**src/rtl/sti4_sbox_sched_if.sv**
```systemverilog
// Bus bundle for the serialized TI S-box sequencer:
// state in/out handshakes, core link and mask nibble.
interface sti4_sbox_sched_if #(
  parameter int NIBBLES = 16,
  parameter int SHARES  = 3
);
  localparam int W = 4 * NIBBLES * SHARES;

  logic                  in_valid;
  logic                  in_ready;
  logic [W-1:0]          in_data;
  logic                  out_valid;
  logic                  out_ready;
  logic [W-1:0]          out_data;
  logic [4*SHARES-1:0]   core_x;
  logic                  core_en1;
  logic [4*SHARES-1:0]   core_y;
  logic [3:0]            rnd_in;
  logic                  rnd_req;

  modport slave (
    input  in_valid, in_data, out_ready,
    input  core_y, rnd_in,
    output in_ready, out_valid, out_data,
    output core_x, core_en1, rnd_req
  );

  modport master (
    output in_valid, in_data, out_ready,
    output core_y, rnd_in,
    input  in_ready, out_valid, out_data,
    input  core_x, core_en1, rnd_req
  );
endinterface

```
**src/rtl/sti4_sbox_sched.sv**
```systemverilog
// Serial sequencer feeding one shared nibble per step to a 2-stage TI S-box core.
// Optional remasking of shares 0/1 with rnd_in when STI4_REMASK_EN is defined.
module sti4_sbox_sched #(
  parameter int NIBBLES = 16,
  parameter int SHARES  = 3
) (
  input  logic                clk,
  input  logic                rst_n,
  input  logic                abort,
  sti4_sbox_sched_if.slave    bus,
  output logic                busy
);
  localparam int NW = 4 * NIBBLES;
  localparam int W  = NW * SHARES;
  localparam int IW = (NIBBLES > 1) ? $clog2(NIBBLES) : 1;
  localparam logic [IW-1:0] LAST = IW'(NIBBLES - 1);

  typedef enum logic [1:0] {
    IDLE,
    S1,
    S2,
    OUT
  } state_t;

  state_t              r_state;
  state_t              w_state_nxt;
  logic [IW-1:0]       r_idx;
  logic [IW-1:0]       w_idx_nxt;
  logic [W-1:0]        r_buf;
  logic [W-1:0]        w_buf_nxt;
  logic [4*SHARES-1:0] w_core_x;

  always_ff @(posedge clk or negedge rst_n) begin
    if (!rst_n) begin
      r_state <= IDLE;
      r_idx   <= '0;
      r_buf   <= '0;
    end else begin
      r_state <= w_state_nxt;
      r_idx   <= w_idx_nxt;
      r_buf   <= w_buf_nxt;
    end
  end

  // abort wins over every handshake in the same cycle
  always_comb begin
    w_state_nxt = r_state;
    w_idx_nxt   = r_idx;
    w_buf_nxt   = r_buf;
    if (abort) begin
      w_state_nxt = IDLE;
      w_idx_nxt   = '0;
    end else begin
      unique case (r_state)
        IDLE: begin
          if (bus.in_valid) begin
            w_buf_nxt   = bus.in_data;
            w_idx_nxt   = '0;
            w_state_nxt = S1;
          end
        end
        S1: w_state_nxt = S2;
        S2: begin
          for (int s = 0; s < SHARES; s++) begin
            w_buf_nxt[s*NW + 4*r_idx +: 4] =
              bus.core_y[4*s +: 4];
          end
          if (r_idx == LAST) begin
            w_state_nxt = OUT;
          end else begin
            w_idx_nxt   = r_idx + 1'b1;
            w_state_nxt = S1;
          end
        end
        OUT: begin
          if (bus.out_ready) w_state_nxt = IDLE;
        end
        default: w_state_nxt = IDLE;
      endcase
    end
  end

  // core input is forced to zero outside S1
  always_comb begin
    w_core_x = '0;
    if (r_state == S1) begin
      for (int s = 0; s < SHARES; s++) begin
        w_core_x[4*s +: 4] = r_buf[s*NW + 4*r_idx +: 4];
      end
`ifdef STI4_REMASK_EN
      w_core_x[3:0] = w_core_x[3:0] ^ bus.rnd_in;
      w_core_x[7:4] = w_core_x[7:4] ^ bus.rnd_in;
`endif
    end
  end

`ifdef STI4_REMASK_EN
  assign bus.rnd_req = (r_state == S1);
`else
  logic w_unused_rnd;
  assign w_unused_rnd = ^bus.rnd_in;
  assign bus.rnd_req  = 1'b0;
`endif

  assign bus.core_x    = w_core_x;
  assign bus.core_en1  = (r_state == S1);
  assign bus.in_ready  = (r_state == IDLE);
  assign bus.out_valid = (r_state == OUT);
  assign bus.out_data  = r_buf;
  assign busy          = (r_state != IDLE);
endmodule
```
**src/flat_wrapper.sv**
```systemverilog
// flat-port wrapper written by rule: the top's interface ports become plain ports
module sti4_sbox_sched_flat 
#(
  parameter int NIBBLES = 16,
  parameter int SHARES  = 3
)
  (clk, rst_n, abort, busy, bus_in_valid, bus_in_data, bus_out_ready, bus_core_y, bus_rnd_in, bus_in_ready, bus_out_valid, bus_out_data, bus_core_x, bus_core_en1, bus_rnd_req);
  sti4_sbox_sched_if #(.NIBBLES(NIBBLES), .SHARES(SHARES)) bus_i ();
  input  logic clk;
  input  logic rst_n;
  input  logic abort;
  output logic busy;
  input wire logic [$bits(bus_i.in_valid)-1:0] bus_in_valid;
  input wire logic [$bits(bus_i.in_data)-1:0] bus_in_data;
  input wire logic [$bits(bus_i.out_ready)-1:0] bus_out_ready;
  input wire logic [$bits(bus_i.core_y)-1:0] bus_core_y;
  input wire logic [$bits(bus_i.rnd_in)-1:0] bus_rnd_in;
  output wire logic [$bits(bus_i.in_ready)-1:0] bus_in_ready;
  output wire logic [$bits(bus_i.out_valid)-1:0] bus_out_valid;
  output wire logic [$bits(bus_i.out_data)-1:0] bus_out_data;
  output wire logic [$bits(bus_i.core_x)-1:0] bus_core_x;
  output wire logic [$bits(bus_i.core_en1)-1:0] bus_core_en1;
  output wire logic [$bits(bus_i.rnd_req)-1:0] bus_rnd_req;
  assign bus_i.in_valid = bus_in_valid;
  assign bus_i.in_data = bus_in_data;
  assign bus_i.out_ready = bus_out_ready;
  assign bus_i.core_y = bus_core_y;
  assign bus_i.rnd_in = bus_rnd_in;
  assign bus_in_ready = bus_i.in_ready;
  assign bus_out_valid = bus_i.out_valid;
  assign bus_out_data = bus_i.out_data;
  assign bus_core_x = bus_i.core_x;
  assign bus_core_en1 = bus_i.core_en1;
  assign bus_rnd_req = bus_i.rnd_req;
  sti4_sbox_sched #(.NIBBLES(NIBBLES), .SHARES(SHARES)) u_core (.clk(clk), .rst_n(rst_n), .abort(abort), .bus(bus_i), .busy(busy));
endmodule
```
**config.mk**
```make
export PLATFORM = sky130hd
export DESIGN_NAME = sti4_sbox_sched_flat
export DESIGN_NICKNAME = d
export VERILOG_FILES = /design/src/rtl/sti4_sbox_sched_if.sv /design/src/rtl/sti4_sbox_sched.sv /design/src/flat_wrapper.sv
export SDC_FILE = /design/constraint.sdc
export NUM_CORES = 1
export LEC_CHECK = 0
export ABC_AREA = 0
export CORE_AREA = 2 2 163 165
export CTS_BUF_LIST = sky130_fd_sc_hd__clkbuf_4 sky130_fd_sc_hd__clkbuf_8
export DETAILED_ROUTE_END_ITERATION = 7
export DIE_AREA = 0 0 165 167
export DONT_BUFFER_PORTS = 1
export GPL_ROUTABILITY_DRIVEN = 0
export HOLD_SLACK_MARGIN = 0.02
export PLACE_DENSITY = 0.62
export SYNTH_ARGS = -nofsm -noshare
export SYNTH_HDL_FRONTEND = slang
export SYNTH_SLANG_ARGS = --single-unit
```
**constraint.sdc**
```tcl
create_clock -name clk -period 3.1 [get_ports clk]
set_input_delay 0.62 -clock clk [delete_from_list [all_inputs] [get_ports clk]]
set_output_delay 0.62 -clock clk [all_outputs]
set_load 0.05 [all_outputs]
```
==> results by group <==
Finish
  • Syn-to-layout area delta: 11.7%
  • Layout cells sized above 1: 21.4%
  • Multi-input combinational cell area: 6960 sq um
  • Fillers: 2,374
  • Fin cells: 1,700
  • NumNets Final: 1,569
  • FF+latch area: 4960 sq um

Floorplanning
  • Die area: 27,600 sq um
  • I/O Pins: 422
  • Die Width: 165 um
  • Core box area: 25,800 sq um
  • Die Ht: 167 um
  • Starting Density: 48.2%
  • Core Rows: 59

STA
  • Fmax: 323 MHz
  • RSZ-0062 raised after global routing: yes
  • Fin crit share: 99.9%
  • Slew Limit Fails: 0
  • Worst slew pin tran: 1.07 ns
  • Post-layout min period: 3.10 ns
  • Hold Slack: -0.225 ns
  • Setup ws final: 0.00245 ns
  • Hold Vio Cnt, Final: 198
  • Max-slew headroom: 28.6%
  • Clock Skew: 0.0236 ns
  • Final setup fails: 0

CTS
  • Worst-Skew Late Latency: 0.53 ns
  • Number of buffers created by CTS: 17
  • CTS sink cnt: 198
  • TritonCTS clock tree: done
  • Clock root cell: clkbuf_8
  • Clock Pin Slew Worst Setup and Hold Paths: 0.13 ns
  • # H-tree levels: 4
  • Clock buffer depth: 2
  • Setup Buffers After CTS: 0

Drt
  • Vias per cell: 7.38
  • Metal3 WL: 7.53 mm
  • Routed length per instance: 34.9 um
  • M1 WL: 20.8 mm
  • Vias: 12.6k
  • DRC: 0
  • Post-DRT Antenna Nets: 0
  • Drt first pass iters: 8
  • 1st-iter DRT viols: 1,953
  • DRT Wirelength: 59.3 mm
  • Met2 routed WL: 26.9 mm
  • Top Layer Used: met4

Setup path
  • Critical path startpoint: u_core.r_idx[0]
  • Worst path bufs/invs: 2
  • Worst R2R Start: u_core.r_idx[0]
  • Critical-path maximum fanout: 29
  • Worst-path cell chain: buf_12 > mux4_2 > mux2i_1 > o22ai_1 > buf_4
  • CP arrival: 2.48 ns
  • Slowest cell on the critical path: mux4_2
  • CP Class: reg2out
  • CP Launch Type: flop
  • Top delay family on crit path: multiplexers
  • Worst path required time: 2.48 ns
  • Crit-path max cell delay: 0.56 ns
  • Crit path capture type: primary output

Power and ir drop
  • Peak VDD IR: 0.000333 V
  • Pwr Density: 682 nW/um^2
  • P_leak: 5.47 nW
  • Total power: 9.45 mW

Yosys
  • Synth Register Bits: 198
  • Synth warn: 0
  • Area contributors post-synth: dfrtp_1, mux4_2, nand2_1, o21ai_0, mux2_2
  • Post-Syn Instances: 1,321
  • Top cell type's share of synthesized area: 39.9%
  • Post-synth ARST share: 100%
  • Syn Std Cell Area: 12,400 sq um
  • Synth unique cells: 69
  • Seq/Total Area, Yosys: 39.9%
  • Most used DFF post-synth: dfrtp_1
  • Synthesized area per cell: 9.40 sq um
  • Post-synth EDFFs: 0
  • Syn nets: 1,542
  • Post-synth top area cell: dfrtp_1

Placed design
  • Post-place setup slack: 0.250 ns
  • PortBufs: 0
  • Dpl cells: 1,663
  • HPWL after DPL: 43.8 mm

Global routing
  • Initial antenna violation count: 4
  • Pin count of the biggest net entering global routing: 199
  • Vias in the first global route: 12.0k
  • Gr ovfl total: 0
  • Gr usage total: 42.4%
  • First-pass GRT wire length: 84.1 mm

Min path
  • Min-delay worst type: in2async

Outcome
  • Failing checks: hold timing
  • Status: complete, but fails checks

Run
  • Number of max-cap violations: 0
through the flow:
step           utilization (%)  TNS [ns]  area [sq um]
3_5_place_dp              51.9         0         13400
6_report                  53.8         0         13900
5_1_grt                   53.8   -0.0723         13900
4_1_cts                   53.7   -0.0174         13800
3_3_place_gp              51.9         0         13400
2_1_floorplan                -   -0.0164         12400
cell usage in the layout (no fill, tap or decap), types with 11 or more instances in the layout:
master and instances:
nand3_1 34, nor3_1 29, mux2i_1 17, dfrtp_1 195, a32oi_1 26, and3_1 13
buf_4 116, mux2_2 44, nand2_1 203, o21ai_0 125, a31oi_1 16, mux4_2 48
nor2b_1 11, inv_1 17, nor2_1 72, o221ai_1 39, nand2b_1 12, a21oi_1 68
a221o_1 13, a22oi_1 36, o22ai_1 26, clkbuf_8 17, a2bb2oi_1 16, a22o_1 20
flip-flops by register name, indices dropped and copies added (netlist names):
signal,cells
u_core.r_state,2
u_core.r_idx,4
u_core.bus.out_data,192
power breakdown:
group,switching (mW),total (mW),internal [mW]
clock,1.20,1.83,0.626
combinational,1.50,2.43,0.931
sequential,2.09,5.19,3.10
total,4.79,9.45,4.66
cells in the mapped netlist (6+ instances only):
cell and count:
ha_1 8, a32oi_1 26, and3_1 13, nand2b_1 13, o21ai_1 6, o221ai_1 39, o21ai_0 125, a22oi_1 36
nand3_1 34, mux2i_1 24, dfrtp_1 198, mux4_2 48, a221oi_1 7, mux2_2 44, a31oi_1 16, a2bb2oi_1 16
buf_2 36, a221o_1 13, inv_1 17, a21o_1 9, nor2b_1 12, nor3_1 29, a22o_1 20, a21oi_1 68
buf_1 13, o22ai_1 26, clkbuf_1 62, nand2_1 205, nand4_1 7, nor2_1 73
cell type report:
type                    count  share of cell area (%)
diodes                      4                  0.0722
clock buffers              17                    1.69
clock inverters            15                    1.25
inverters                  17                   0.460
multi-input cells         989                    50.2
flip-flops and latches    198                    35.8
well taps                 335                    3.02
repair buffers            125                    7.54
final timing paths:
kind,end,slack (ns),depth (start not counted)
max,bus_core_x[3],0.002,5
max reg2reg,u_core.bus.out_data[0],0.19,8
min in group clk,u_core.r_state[0],0.14,1
max in group asynchronous,u_core.bus.out_data[172],2.95,0
min,u_core.bus.out_data[9],-0.22,0
min reg2reg,u_core.r_idx[3],0.67,3
repair_timing:
item,4_1_cts,5_1_grt
gates cloned,1,0
endpoints found under the setup margin,7,17
endpoints found under the hold margin,198,198
resized for setup,8,5
cells by family (layout without fill, tap and decap cells):
| family | Yosys count | in the layout | synth area share, % |
|---|---|---|---|
| other | 1 | 5 | 0.0302 |
| adders and majority gates | 8 | 8 | 0.806 |
| DFF | 198 | 198 | 39.9 |
| AOI/OAI and AO/OA | 443 | 443 | 24.4 |
| buffers and inverters | 134 | 174 | 4.60 |
| muxes | 116 | 116 | 14.6 |
| xor gates and xnor gates | 2 | 2 | 0.202 |
| and+or+nand+nor | 419 | 419 | 15.4 |
per-layer routing:
layer  GRT usage (%)  vias up
met5               0        -
met4            25.5        0
li1                -     5090
met3            11.8      230
met2            64.7     1132
met1            53.6     6102
No activity file was read; power rests on OpenSTA's default activity.
